**config.mk**
```make
export PLATFORM = sky130hd
export DESIGN_NAME = stream_pipeline
export DESIGN_NICKNAME = d
export VERILOG_FILES = /design/src/rtl/stream_pkg.sv /design/src/rtl/stream_pipeline_slice.sv /design/src/rtl/stream_pipeline.sv
export SDC_FILE = /design/constraint.sdc
export NUM_CORES = 1
export LEC_CHECK = 0
export CORE_AREA = 8 8 45 47
export DETAILED_ROUTE_END_ITERATION = 16
export DIE_AREA = 0 0 53 55
export GPL_TIMING_DRIVEN = 1
export RECOVER_POWER = 50
export SETUP_SLACK_MARGIN = 0.4
export SLEW_MARGIN = 20
export SYNTH_ARGS = -nofsm -noshare
export SYNTH_HDL_FRONTEND = slang
export SYNTH_HIERARCHICAL = 1
export SYNTH_SLANG_ARGS = --single-unit
```
**constraint.sdc**
```tcl
create_clock -name clk_i -period 1.8 [get_ports clk_i]
set_input_delay 0.18 -clock clk_i [delete_from_list [all_inputs] [get_ports clk_i]]
set_output_delay 0.18 -clock clk_i [all_outputs]
set_load 0.03 [all_outputs]
```
**src/rtl/stream_pkg.sv**
```systemverilog
// Shared definitions for the stream register-slice pipeline.
// Slice-mode selectors and occupancy-width helper.
package stream_pkg;

  localparam bit SLICE_PIPE  = 1'b0;
  localparam bit SLICE_SPILL = 1'b1;

  function automatic int cnt_width(input int depth);
    int w;
    w = $clog2(depth + 1);
    return (w < 1) ? 1 : w;
  endfunction

endpackage

```
**src/rtl/stream_pipeline_slice.sv**
```systemverilog
// One valid/ready register slice: pipe (1 entry, combinational ready)
// or spill (2 entries, registered ready).
module stream_pipeline_slice
  import stream_pkg::*;
#(
  parameter type T         = logic,
  parameter bit  CUT_READY = SLICE_PIPE
) (
  input  logic       clk_i,
  input  logic       rst_ni,
  input  logic       clr_i,
  input  logic       testmode_i,
  input  logic       valid_i,
  output logic       ready_o,
  input  T           data_i,
  output logic       valid_o,
  input  logic       ready_i,
  output T           data_o,
  output logic [1:0] occ_o
);

  logic unused_testmode;
  assign unused_testmode = testmode_i;

  logic push;
  logic pop;

  assign push = valid_i & ready_o;
  assign pop  = valid_o & ready_i;

  if (CUT_READY == SLICE_SPILL) begin : g_spill
    logic a_vld_q, a_vld_d;
    logic b_vld_q, b_vld_d;
    T     a_dat_q, a_dat_d;
    T     b_dat_q, b_dat_d;

    always_comb begin
      a_vld_d = a_vld_q;
      b_vld_d = b_vld_q;
      a_dat_d = a_dat_q;
      b_dat_d = b_dat_q;
      if (clr_i) begin
        a_vld_d = 1'b0;
        b_vld_d = 1'b0;
      end else begin
        if (pop) begin
          if (b_vld_q) begin
            a_dat_d = b_dat_q;
            b_vld_d = 1'b0;
          end else begin
            a_vld_d = 1'b0;
          end
        end
        // push implies B empty, so a popping A frees it for this beat
        if (push) begin
          if (!a_vld_q || pop) begin
            a_vld_d = 1'b1;
            a_dat_d = data_i;
          end else begin
            b_vld_d = 1'b1;
            b_dat_d = data_i;
          end
        end
      end
    end

    always_ff @(posedge clk_i or negedge rst_ni) begin
      if (!rst_ni) begin
        a_vld_q <= 1'b0;
        b_vld_q <= 1'b0;
        a_dat_q <= '0;
        b_dat_q <= '0;
      end else begin
        a_vld_q <= a_vld_d;
        b_vld_q <= b_vld_d;
        a_dat_q <= a_dat_d;
        b_dat_q <= b_dat_d;
      end
    end

    assign ready_o = ~clr_i & ~b_vld_q;
    assign valid_o = ~clr_i & a_vld_q;
    assign data_o  = a_dat_q;
    assign occ_o   = 2'(a_vld_d) + 2'(b_vld_d);
  end else begin : g_pipe
    logic vld_q, vld_d;
    T     dat_q, dat_d;

    always_comb begin
      vld_d = vld_q;
      dat_d = dat_q;
      if (clr_i) begin
        vld_d = 1'b0;
      end else if (push) begin
        vld_d = 1'b1;
        dat_d = data_i;
      end else if (pop) begin
        vld_d = 1'b0;
      end
    end

    always_ff @(posedge clk_i or negedge rst_ni) begin
      if (!rst_ni) begin
        vld_q <= 1'b0;
        dat_q <= '0;
      end else begin
        vld_q <= vld_d;
        dat_q <= dat_d;
      end
    end

    assign ready_o = ~clr_i & (~vld_q | ready_i);
    assign valid_o = ~clr_i & vld_q;
    assign data_o  = dat_q;
    assign occ_o   = {1'b0, vld_d};
  end

endmodule

```
**src/rtl/stream_pipeline.sv**
```systemverilog
// Chain of NUM_STAGES valid/ready slices with a registered
// occupancy count; NUM_STAGES=0 is a plain wire-through.
module stream_pipeline
  import stream_pkg::*;
#(
  parameter type T          = logic,
  parameter int  NUM_STAGES = 2,
  parameter bit  CUT_READY  = SLICE_PIPE,
  parameter int  CNT_W      =
    cnt_width(NUM_STAGES * (CUT_READY ? 2 : 1))
) (
  input  logic             clk_i,
  input  logic             rst_ni,
  input  logic             clr_i,
  input  logic             testmode_i,
  input  logic             valid_i,
  output logic             ready_o,
  input  T                 data_i,
  output logic             valid_o,
  input  logic             ready_i,
  output T                 data_o,
  output logic [CNT_W-1:0] count_o
);

  if (NUM_STAGES < 0) begin : g_bad_param
    $error("stream_pipeline: NUM_STAGES must be >= 0");
  end

  if (NUM_STAGES <= 0) begin : g_bypass
    logic unused_bypass;
    assign unused_bypass = clk_i ^ rst_ni ^ testmode_i;
    assign valid_o = valid_i & ~clr_i;
    assign ready_o = ready_i & ~clr_i;
    assign data_o  = data_i;
    assign count_o = '0;
  end else begin : g_chain
    logic             vld_s [NUM_STAGES+1];
    logic             rdy_s [NUM_STAGES+1];
    T                 dat_s [NUM_STAGES+1];
    logic [1:0]       occ_s [NUM_STAGES];
    logic [CNT_W-1:0] count_q, count_d;
    int               occ_sum;

    assign vld_s[0]          = valid_i;
    assign dat_s[0]          = data_i;
    assign ready_o           = rdy_s[0];
    assign valid_o           = vld_s[NUM_STAGES];
    assign data_o            = dat_s[NUM_STAGES];
    assign rdy_s[NUM_STAGES] = ready_i;

    for (genvar i = 0; i < NUM_STAGES; i++) begin : g_slice
      stream_pipeline_slice #(
        .T         (T),
        .CUT_READY (CUT_READY)
      ) u_slice (
        .clk_i      (clk_i),
        .rst_ni     (rst_ni),
        .clr_i      (clr_i),
        .testmode_i (testmode_i),
        .valid_i    (vld_s[i]),
        .ready_o    (rdy_s[i]),
        .data_i     (dat_s[i]),
        .valid_o    (vld_s[i+1]),
        .ready_i    (rdy_s[i+1]),
        .data_o     (dat_s[i+1]),
        .occ_o      (occ_s[i])
      );
    end

    // slices report next-state occupancy, so the count tracks the edge
    always_comb begin
      occ_sum = 0;
      for (int i = 0; i < NUM_STAGES; i++) begin
        occ_sum = occ_sum + int'(occ_s[i]);
      end
      count_d = CNT_W'(occ_sum);
    end

    always_ff @(posedge clk_i or negedge rst_ni) begin
      if (!rst_ni) begin
        count_q <= '0;
      end else begin
        count_q <= count_d;
      end
    end

    assign count_o = count_q;
  end

endmodule

```
==> tab_implementation.tex, run 1 <==
\begin{tabular}{lr}
\hline
Metric & Value \\
\hline
\multicolumn{2}{l}{\textbf{Synth}} \\
Area contributors post-synth & sky130\_fd\_sc\_hd\_\_dfrtp\_1 (44\%), sky130\_fd\_sc\_hd\_\_buf\_4 (8.8\%), sky130\_fd\_sc\_hd\_\_mux2\_4 (8.8\%), sky130\_fd\_sc\_hd\_\_nor2b\_4 (8.1\%), sky130\_fd\_sc\_hd\_\_nor3b\_2 (7.3\%) \\
Cell area after technology mapping & $\sim$340 um\^{}2 \\
Post-synthesis sequential element count & 6 \\
Synthesized netlist net count & 36 \\
Yosys top cell by area & sky130\_fd\_sc\_hd\_\_dfrtp\_1 \\
Yosys warning count & 6 \\
Multiplexer area fraction after synthesis & 0.08791 \\
Post-Synthesis Mean Instance Area & 12.20 um\^{}2 \\
Post-Synth Adder-Cell Area & 0.03663 \\
Combinational family with the most area after synthesis & simple AND/OR/NAND/NOR gates \\
Cell count after synthesis & 28 \\
Part of the Yosys area used for sequential elements & 0.4396 \\
Fraction of post-synthesis cell area in the top cell type by area & 0.4396 \\
Synth Area in XOR/XNOR & 0.06960 \\
Post-synthesis compound-gate area fraction & 0 \\
Post-synthesis share of cell area spent on and, or, nand and nor gates & 0.2564 \\
Netlist cell types & 10 \\
\multicolumn{2}{l}{\textbf{Global routing}} \\
Largest net degree at the start of global routing & 7 \\
Sum of overflow across all layers after global routing & 0 \\
Wire length of the first global-routing pass & roughly 900 um \\
Initial antenna violation count & 0 \\
Vias in the first global route & 231 \\
All-Layer GR Usage & 0.04778 \\
\multicolumn{2}{l}{\textbf{Setup path}} \\
Cell-by-cell trace of the critical path & nor2b\_1 > nor2\_4 > nor2b\_4 > nor2\_1 > buf\_4 \\
Nature of the critical path startpoint & flop \\
Crit path arrival time & between 1 and 1.5 ns \\
Worst stage delay on the critical path & around 0.33 ns \\
Cell class contributing the biggest share of worst-path delay & simple AND/OR/NAND/NOR gates \\
Endpoint kind of the worst setup timing path & primary output \\
Total buffers and inverters traversed by the critical path & 1 \\
Required time reported for the critical path endpoint & roughly 1.6 ns \\
Setup Crit Path Kind & flop to primary output \\
Maximum net fanout on the critical path & 3 \\
CP max stage cell & sky130\_fd\_sc\_hd\_\_dfrtp\_1 \\
\multicolumn{2}{l}{\textbf{Final layout}} \\
Area taken by flip-flops and latches & 150.1 um\^{}2 \\
Combined area of the multi-input logic cells & about 160 um\^{}2 \\
Fraction of final layout cells sized beyond drive strength 1 & 0.3333 \\
Commonest cells after routing, fill and taps aside & sky130\_fd\_sc\_hd\_\_dfrtp\_1 (6), sky130\_fd\_sc\_hd\_\_nor2\_1 (5), sky130\_fd\_sc\_hd\_\_buf\_4 (4), sky130\_fd\_sc\_hd\_\_dlygate4sd2\_1 (4) \\
Fin cells & 55 \\
Layout-stage area growth over the synthesis result & 34.43\% \\
Ant. Diodes & 0 \\
Final-stage net count & slightly below 50 \\
FILL cells & 150 \\
Commonest non-fill, non-tap cell in the layout & sky130\_fd\_sc\_hd\_\_dfrtp\_1 \\
\multicolumn{2}{l}{\textbf{Run}} \\
Max\_cap viols & 0 \\
\multicolumn{2}{l}{\textbf{Power and ir drop}} \\
Cell internal power dissipation & around 280 uW \\
Power dissipated by switching net loads & approximately 120 uW \\
Switching power as a share of total power & 0.2911 \\
Power density relative to cell area & between 800 and 900 nW/um\^{}2 \\
Power consumption & approximately 400 uW \\
Clk pwr share & 0.320 \\
Total leakage power & around 0.22 nW \\
Sequential share of power & 0.406 \\
Proportion of power drawn by combinational gates & 0.273 \\
Worst vdd rail ir drop & between 0.2 and 0.3 mV \\
\multicolumn{2}{l}{\textbf{STA}} \\
Post-route clock period utilization & 0.7846 \\
Final number of hold-violating endpoints & 0 \\
Total count of max-transition violations in the final report & 0 \\
Fmax & 0.7081 GHz \\
Final min period & about 1.4 ns \\
Unrepaired setup endpoints after global routing & true \\
\# setup viols final & 0 \\
Setup total negative slack & 0 ns \\
Worst clock skew & 0.008604 ns \\
\multicolumn{2}{l}{\textbf{Clock tree}} \\
CTS Sinks & 6 \\
Skew-Pair Late Insertion Delay & around 0.25 ns \\
Clock buffers created by TritonCTS & 3 \\
Number of H-tree levels & 1 \\
Bufs on Longest Clock Path & 2 \\
CTS Root Buffer Type & sky130\_fd\_sc\_hd\_\_clkbuf\_4 \\
TritonCTS clock tree & done \\
Clock slew at the register clock pins of the worst setup and hold paths & about 0.050 ns \\
\multicolumn{2}{l}{\textbf{Die}} \\
Die Span X & 53 um \\
Number of placement rows & 14 \\
Placeable Area & 1384 um\^{}2 \\
Die Height & approximately 55 um \\
Starting utilization of the core area & 0.2468 \\
Number of top-level pins & 12 \\
Area enclosed by the die boundary & 2915 um\^{}2 \\
\multicolumn{2}{l}{\textbf{Route}} \\
Violation count after the first detailed-route iteration & 0 \\
Average wire length per cell after detail routing & 10.80 um \\
Number of routed nets with antenna violations & 0 \\
Vias per std cell & $\sim$3.6 \\
Post-route DRC violation count & 0 \\
Detailed Route WL & around 590 um \\
Drt pass-1 iters & 1 \\
Detailed-route via count & 200 \\
\multicolumn{2}{l}{\textbf{Placement}} \\
Half-perimeter wire length of the detailed placement result & about 480 um \\
Placed cells & 51 \\
Number of port buffers & 10 \\
Final Wtd Congestion & slightly above 0.7 \\
\multicolumn{2}{l}{\textbf{Outcome}} \\
Status & finished clean \\
\multicolumn{2}{l}{\textbf{Worst hold path}} \\
Class of the tightest hold or removal check & input pin to asynchronous set/reset pin \\
\hline
\end{tabular}
## flip-flops by register name (all words and copies together) (netlist names)
| signal | flops |
|---|---|
| count_o | 2 |
| g_chain.g_slice.u_slice/data_o | 2 |
| g_chain.g_slice.u_slice/g_pipe.vld_q | 2 |
## through the flow
step	area (um^2)	hold WS (ns)	utilization	setup slack, ns
2_1_floorplan	344.1	-0.1156	-	0.4470
3_3_place_gp	436.7	0.4419	0.3156	0.2096
3_5_place_dp	436.7	0.4507	0.3156	0.1656
4_1_cts	454.2	0.1796	0.3282	0.4229
5_1_grt	459.2	0.2611	0.3318	0.2915
6_report	459.2	0.2440	0.3318	0.3877
## worst reg2reg max path, cell delays in order, from the launching register on
cell and delay, ns:
sky130_fd_sc_hd__dfrtp_1 0.33, sky130_fd_sc_hd__nor2b_1 0.26, sky130_fd_sc_hd__nor2_4 0.06, sky130_fd_sc_hd__nor2b_4 0.13, sky130_fd_sc_hd__nor2_1 0.05, sky130_fd_sc_hd__nor2_1 0.14
sky130_fd_sc_hd__ha_1 0.18, sky130_fd_sc_hd__xor3_1 0.14
## worst paths after layout
check | startpoint | end | slack, ns | cells after the start
worst max register to register | g_chain.g_slice[1].u_slice/g_pipe.vld_q | count_o[1] | 0.44 | 7
worst min-delay path | rst_ni | count_o[0] | 0.24 | 1
max in group asynchronous | rst_ni | count_o[1] | 1.32 | 1
worst min register to register | g_chain.g_slice[1].u_slice/data_o | g_chain.g_slice[1].u_slice/data_o | 0.51 | 1
worst max-delay path | g_chain.g_slice[1].u_slice/g_pipe.vld_q | ready_o | 0.39 | 5
min in group clk_i | clr_i | g_chain.g_slice[1].u_slice/g_pipe.vld_q | 0.46 | 2
## layer usage
layer,up-vias,track usage,share of wire
met5,-,0,0
met4,0,0.05172,0
met3,0,0.02674,0.11
met2,8,0.06445,0.45
met1,88,0.04931,0.44
li1,104,-,-
## Yosys cell counts, drive strengths merged
cell and instances:
nor2 6, ha 1, conb 2, buf 4
xor3 1, nor3b 2, dfrtp 6, nor2b 4
mux2 2
## cell type report
type                            count  share of cell area
Clock buffer                        3             0.04905
Timing Repair Buffer               12              0.2289
Multi-Input combinational cell     18              0.3515
Tap cell                           16             0.04360
Sequential cell                     6              0.3270
## cell families after synthesis
logic type,count (synthesis)
muxes,2
other,2
xor gates and xnor gates,1
buffers and inverters,4
adders and majority gates,1
and+or+nand+nor,12
DFF,6
## power by group through the flow
stage | Clock [mW] | Combinational (mW) | Sequential [mW]
global placement | 0 | 0.120 | 0.165
floorplan | 0 | 0.0489 | 0.190
finish | 0.128 | 0.109 | 0.163
CTS | 0.134 | 0.111 | 0.163
detailed placement | 0 | 0.121 | 0.165
global route | 0.145 | 0.117 | 0.165
## repair_timing
item / in CTS / in global routing
resized for setup: 4 / 1
hold buffers: 0 / 0
buffers inserted: 0 / 1
endpoints found under the setup margin: 4 / 2
Note: power is estimated with default switching activity, not from simulation.
==> run 2, diff against run 1 <==
==> constraint.sdc (replaced) <==
create_clock -name clk_i -period 1.5 [get_ports clk_i]
set_input_delay 0.15 -clock clk_i [delete_from_list [all_inputs] [get_ports clk_i]]
set_output_delay 0.15 -clock clk_i [all_outputs]
set_load 0.03 [all_outputs]
==> run 2 against run 1 <==
Via count increased by 11%. Non-clock buffer count increased by 4. Wire length is 4.9% lower. Hold slack got worse by 0.027 ns. Cell count increased by 7.3%. Design area increased by 11%. Global-route usage rose by 0.28 points. Flip-flop and latch count unchanged. Die area unchanged. Count of clock-buffer cells in the layout did not move. Clock skew shrank 0.0032 ns. Sequential share of layout area down 3.4 points.
==> tab_implementation.tex, run 2 (same netlist as run 1, synthesis figures left out) <==
\begin{tabular}{lr}
\hline
Metric & Value \\
\hline
\multicolumn{2}{l}{\textbf{Outcome}} \\
Status & finished clean (unchanged) \\
\multicolumn{2}{l}{\textbf{Final layout}} \\
Area taken by flip-flops and latches & 150.1 um\^{}2 (unchanged) \\
Combined area of the multi-input logic cells & 192.7 um\^{}2 (was 161.4 um\^{}2) \\
Ant. Diodes & 0 (unchanged) \\
Share of the core filled with cells in the final layout & 0.3698 (was 0.3318) \\
FILL cells & 142 (was 150) \\
Commonest non-fill, non-tap cell in the layout & sky130\_fd\_sc\_hd\_\_buf\_4 (was sky130\_fd\_sc\_hd\_\_dfrtp\_1) \\
Fraction of final layout cells sized beyond drive strength 1 & 0.4884 (was 0.3333) \\
Final-stage net count & 53 (was 49) \\
Commonest cells after routing, fill and taps aside & sky130\_fd\_sc\_hd\_\_buf\_4 (8), sky130\_fd\_sc\_hd\_\_dfrtp\_1 (6), sky130\_fd\_sc\_hd\_\_clkbuf\_4 (3), sky130\_fd\_sc\_hd\_\_nor2\_1 (3), sky130\_fd\_sc\_hd\_\_clkdlybuf4s50\_1 (3) (was sky130\_fd\_sc\_hd\_\_dfrtp\_1 (6), sky130\_fd\_sc\_hd\_\_nor2\_1 (5), sky130\_fd\_sc\_hd\_\_buf\_4 (4), sky130\_fd\_sc\_hd\_\_dlygate4sd2\_1 (4)) \\
Layout-stage area growth over the synthesis result & 49.82\% (was 34.43\%) \\
\multicolumn{2}{l}{\textbf{Power and ir drop}} \\
Sequential share of power & 0.405 (was 0.406) \\
Power dissipated by switching net loads & 137.9 uW (was 116.4 uW) \\
Proportion of power drawn by combinational gates & 0.292 (was 0.273) \\
Power density relative to cell area & 942.9 nW/um\^{}2 (was 871.1 nW/um\^{}2) \\
Power consumption & 482.5 uW (was 400.0 uW) \\
Cell internal power dissipation & 344.6 uW (was 283.6 uW) \\
Total leakage power & 0.2317 nW (was 0.2235 nW) \\
Worst vdd rail ir drop & 0.5852 mV (was 0.2850 mV) \\
Clk pwr share & 0.303 (was 0.320) \\
Switching power as a share of total power & 0.2857 (was 0.2911) \\
\multicolumn{2}{l}{\textbf{Route}} \\
Detailed Route WL & 565 um (was 594 um) \\
Average wire length per cell after detail routing & 9.576 um (was 10.80 um) \\
Vias per std cell & 3.746 (was 3.636) \\
Drt pass-1 iters & 1 (unchanged) \\
Detailed-route via count & 221 (was 200) \\
Met1 Wirelength & 242 um (was 260 um) \\
Violation count after the first detailed-route iteration & 0 (unchanged) \\
Routed wl met3 & 59 um (was 64 um) \\
Highest routed layer & met3 (unchanged) \\
Number of routed nets with antenna violations & 0 (unchanged) \\
Post-route DRC violation count & 0 (unchanged) \\
DR WL met2 & 263 um (was 269 um) \\
\multicolumn{2}{l}{\textbf{Clock tree}} \\
Skew-Pair Late Insertion Delay & 0.24 ns (was 0.25 ns) \\
Clock buffers created by TritonCTS & 3 (unchanged) \\
TritonCTS clock tree & done (unchanged) \\
CTS Root Buffer Type & sky130\_fd\_sc\_hd\_\_clkbuf\_4 (unchanged) \\
Clock slew at the register clock pins of the worst setup and hold paths & 0.05 ns (about the same) \\
CTS Sinks & 6 (unchanged) \\
Hold buffer count at cts & 0 (unchanged) \\
Number of H-tree levels & 1 (unchanged) \\
Bufs on Longest Clock Path & 2 (unchanged) \\
\multicolumn{2}{l}{\textbf{Die}} \\
Starting utilization of the core area & 0.2468 (unchanged) \\
Die Height & 55 um (unchanged) \\
Area enclosed by the die boundary & 2915 um\^{}2 (unchanged) \\
Die Span X & 53 um (unchanged) \\
Placeable Area & 1384 um\^{}2 (unchanged) \\
Number of top-level pins & 12 (unchanged) \\
Number of placement rows & 14 (unchanged) \\
\multicolumn{2}{l}{\textbf{Setup path}} \\
Nature of the critical path startpoint & flop (unchanged) \\
Maximum net fanout on the critical path & 3 (unchanged) \\
Required time reported for the critical path endpoint & 1.35 ns (was 1.62 ns) \\
Endpoint kind of the worst setup timing path & primary output (unchanged) \\
Path depth of the worst reg2reg path & 5 (was 7) \\
Most frequent cell on the critical path & sky130\_fd\_sc\_hd\_\_nor2b\_4 \\
Cell-by-cell trace of the critical path & nor2b\_4 > nor2\_4 > nor2b\_4 > nor2\_1 > buf\_4 (was nor2b\_1 > nor2\_4 > nor2b\_4 > nor2\_1 > buf\_4) \\
Worst stage delay on the critical path & 0.37 ns (was 0.33 ns) \\
Setup Crit Path Kind & flop to primary output (unchanged) \\
Cell class contributing the biggest share of worst-path delay & flip-flops (was simple AND/OR/NAND/NOR gates) \\
Total buffers and inverters traversed by the critical path & 1 (unchanged) \\
CP max stage cell & sky130\_fd\_sc\_hd\_\_dfrtp\_1 (unchanged) \\
Critical path depth & 5 (unchanged) \\
Crit path arrival time & 1.13 ns (was 1.23 ns) \\
\multicolumn{2}{l}{\textbf{Global routing}} \\
Vias in the first global route & 232 (was 231) \\
Largest net degree at the start of global routing & 7 (unchanged) \\
Sum of overflow across all layers after global routing & 0 (unchanged) \\
Initial antenna violation count & 0 (unchanged) \\
All-Layer GR Usage & 0.05061 (was 0.04778) \\
Wire length of the first global-routing pass & 1007 um (was 910 um) \\
\multicolumn{2}{l}{\textbf{STA}} \\
Final number of hold-violating endpoints & 0 (unchanged) \\
\# setup viols final & 0 (unchanged) \\
Total count of max-transition violations in the final report & 0 (unchanged) \\
Fmax & just under 0.8 GHz \\
Worst clock skew & 0.005408 ns (was 0.008604 ns) \\
Post-route clock period utilization & 0.8546 \\
Unrepaired setup endpoints after global routing & true (unchanged) \\
Final min period & $\sim$1.3 ns \\
Worst hold margin & 0.2169 ns (was 0.2440 ns) \\
\multicolumn{2}{l}{\textbf{Run}} \\
Max\_cap viols & 0 (unchanged) \\
\multicolumn{2}{l}{\textbf{Placement}} \\
Half-perimeter wire length of the detailed placement result & 473.7 um (was 481.7 um) \\
Number of port buffers & 10 (unchanged) \\
Final Wtd Congestion & 0.6630 (was 0.7115) \\
\multicolumn{2}{l}{\textbf{Worst hold path}} \\
Class of the tightest hold or removal check & input pin to asynchronous set/reset pin (unchanged) \\
\hline
\end{tabular}
## run 2: cell types whose count changed in the layout (fill, tap and decap cells not counted), sizes merged
cell / previous run / this run
buf: 4 / 8
dlygate4sd2: 4 / 1
clkbuf: 3 / 5
clkdlybuf4s15: 0 / 1
## run 2: stage by stage
stage               setup slack, ns  cells  instance area (um^2)  TNS (ns)
finish                       0.2180     59                 511.7         0
global route                 0.1291     59                 511.7         0
CTS                          0.1961     58                 508.0         0
detailed placement         -0.05500     54                 471.7   -0.1080
global placement           -0.04054     54                 471.7   -0.1021
floorplan                    0.1703     28                 356.6         0
## run 2: power groups by stage
stage | Combinational, mW | Sequential, mW | Clock, mW
after floorplan | 0.0607 | 0.228 | 0
after global placement | 0.150 | 0.198 | 0
after detailed placement | 0.152 | 0.199 | 0
after CTS | 0.146 | 0.196 | 0.151
after global routing | 0.150 | 0.198 | 0.159
final | 0.141 | 0.195 | 0.146
## run 2: path summary, 6_finish.rpt
path	start	to	slack [ns]
max	g_chain.g_slice[1].u_slice/g_pipe.vld_q	ready_o	0.22
min	rst_ni	g_chain.g_slice[1].u_slice/data_o	0.22
max reg2reg	g_chain.g_slice[1].u_slice/g_pipe.vld_q	g_chain.g_slice[0].u_slice/data_o	0.22
min reg2reg	g_chain.g_slice[1].u_slice/data_o	g_chain.g_slice[1].u_slice/data_o	0.51
max in group asynchronous	rst_ni	g_chain.g_slice[0].u_slice/g_pipe.vld_q	1.06
min in group clk_i	g_chain.g_slice[1].u_slice/data_o	g_chain.g_slice[1].u_slice/data_o	0.51
## run 2: layer usage
metal,global-route usage,vias to the layer above
met1,0.04954,99
met3,0.05615,0
met4,0,0
li1,-,113
met2,0.07617,9
met5,0,-
## run 2: layout make-up
cell class,instances,share of cell area
multi-input cells,18,0.3765
flip-flops and latches,6,0.2934
repair buffers,16,0.2469
clock buffers,3,0.04401
well taps,16,0.03912
## run 2: repair_timing
item,in CTS,in global routing
pin swaps,0,1
resized for setup,8,5
buffers inserted,1,1
endpoints found under the setup margin,9,10
==> run 3, diff against run 2 <==
--- a/config.mk
+++ b/config.mk
@@ -8,7 +8,6 @@
 export CORE_AREA = 8 8 45 47
 export DETAILED_ROUTE_END_ITERATION = 16
 export DIE_AREA = 0 0 53 55
-export GPL_TIMING_DRIVEN = 1
 export RECOVER_POWER = 50
 export SETUP_SLACK_MARGIN = 0.4
 export SLEW_MARGIN = 20
==> results of run 3 <==
No change in the layout: final DEF, timing and power equal those of run 2.
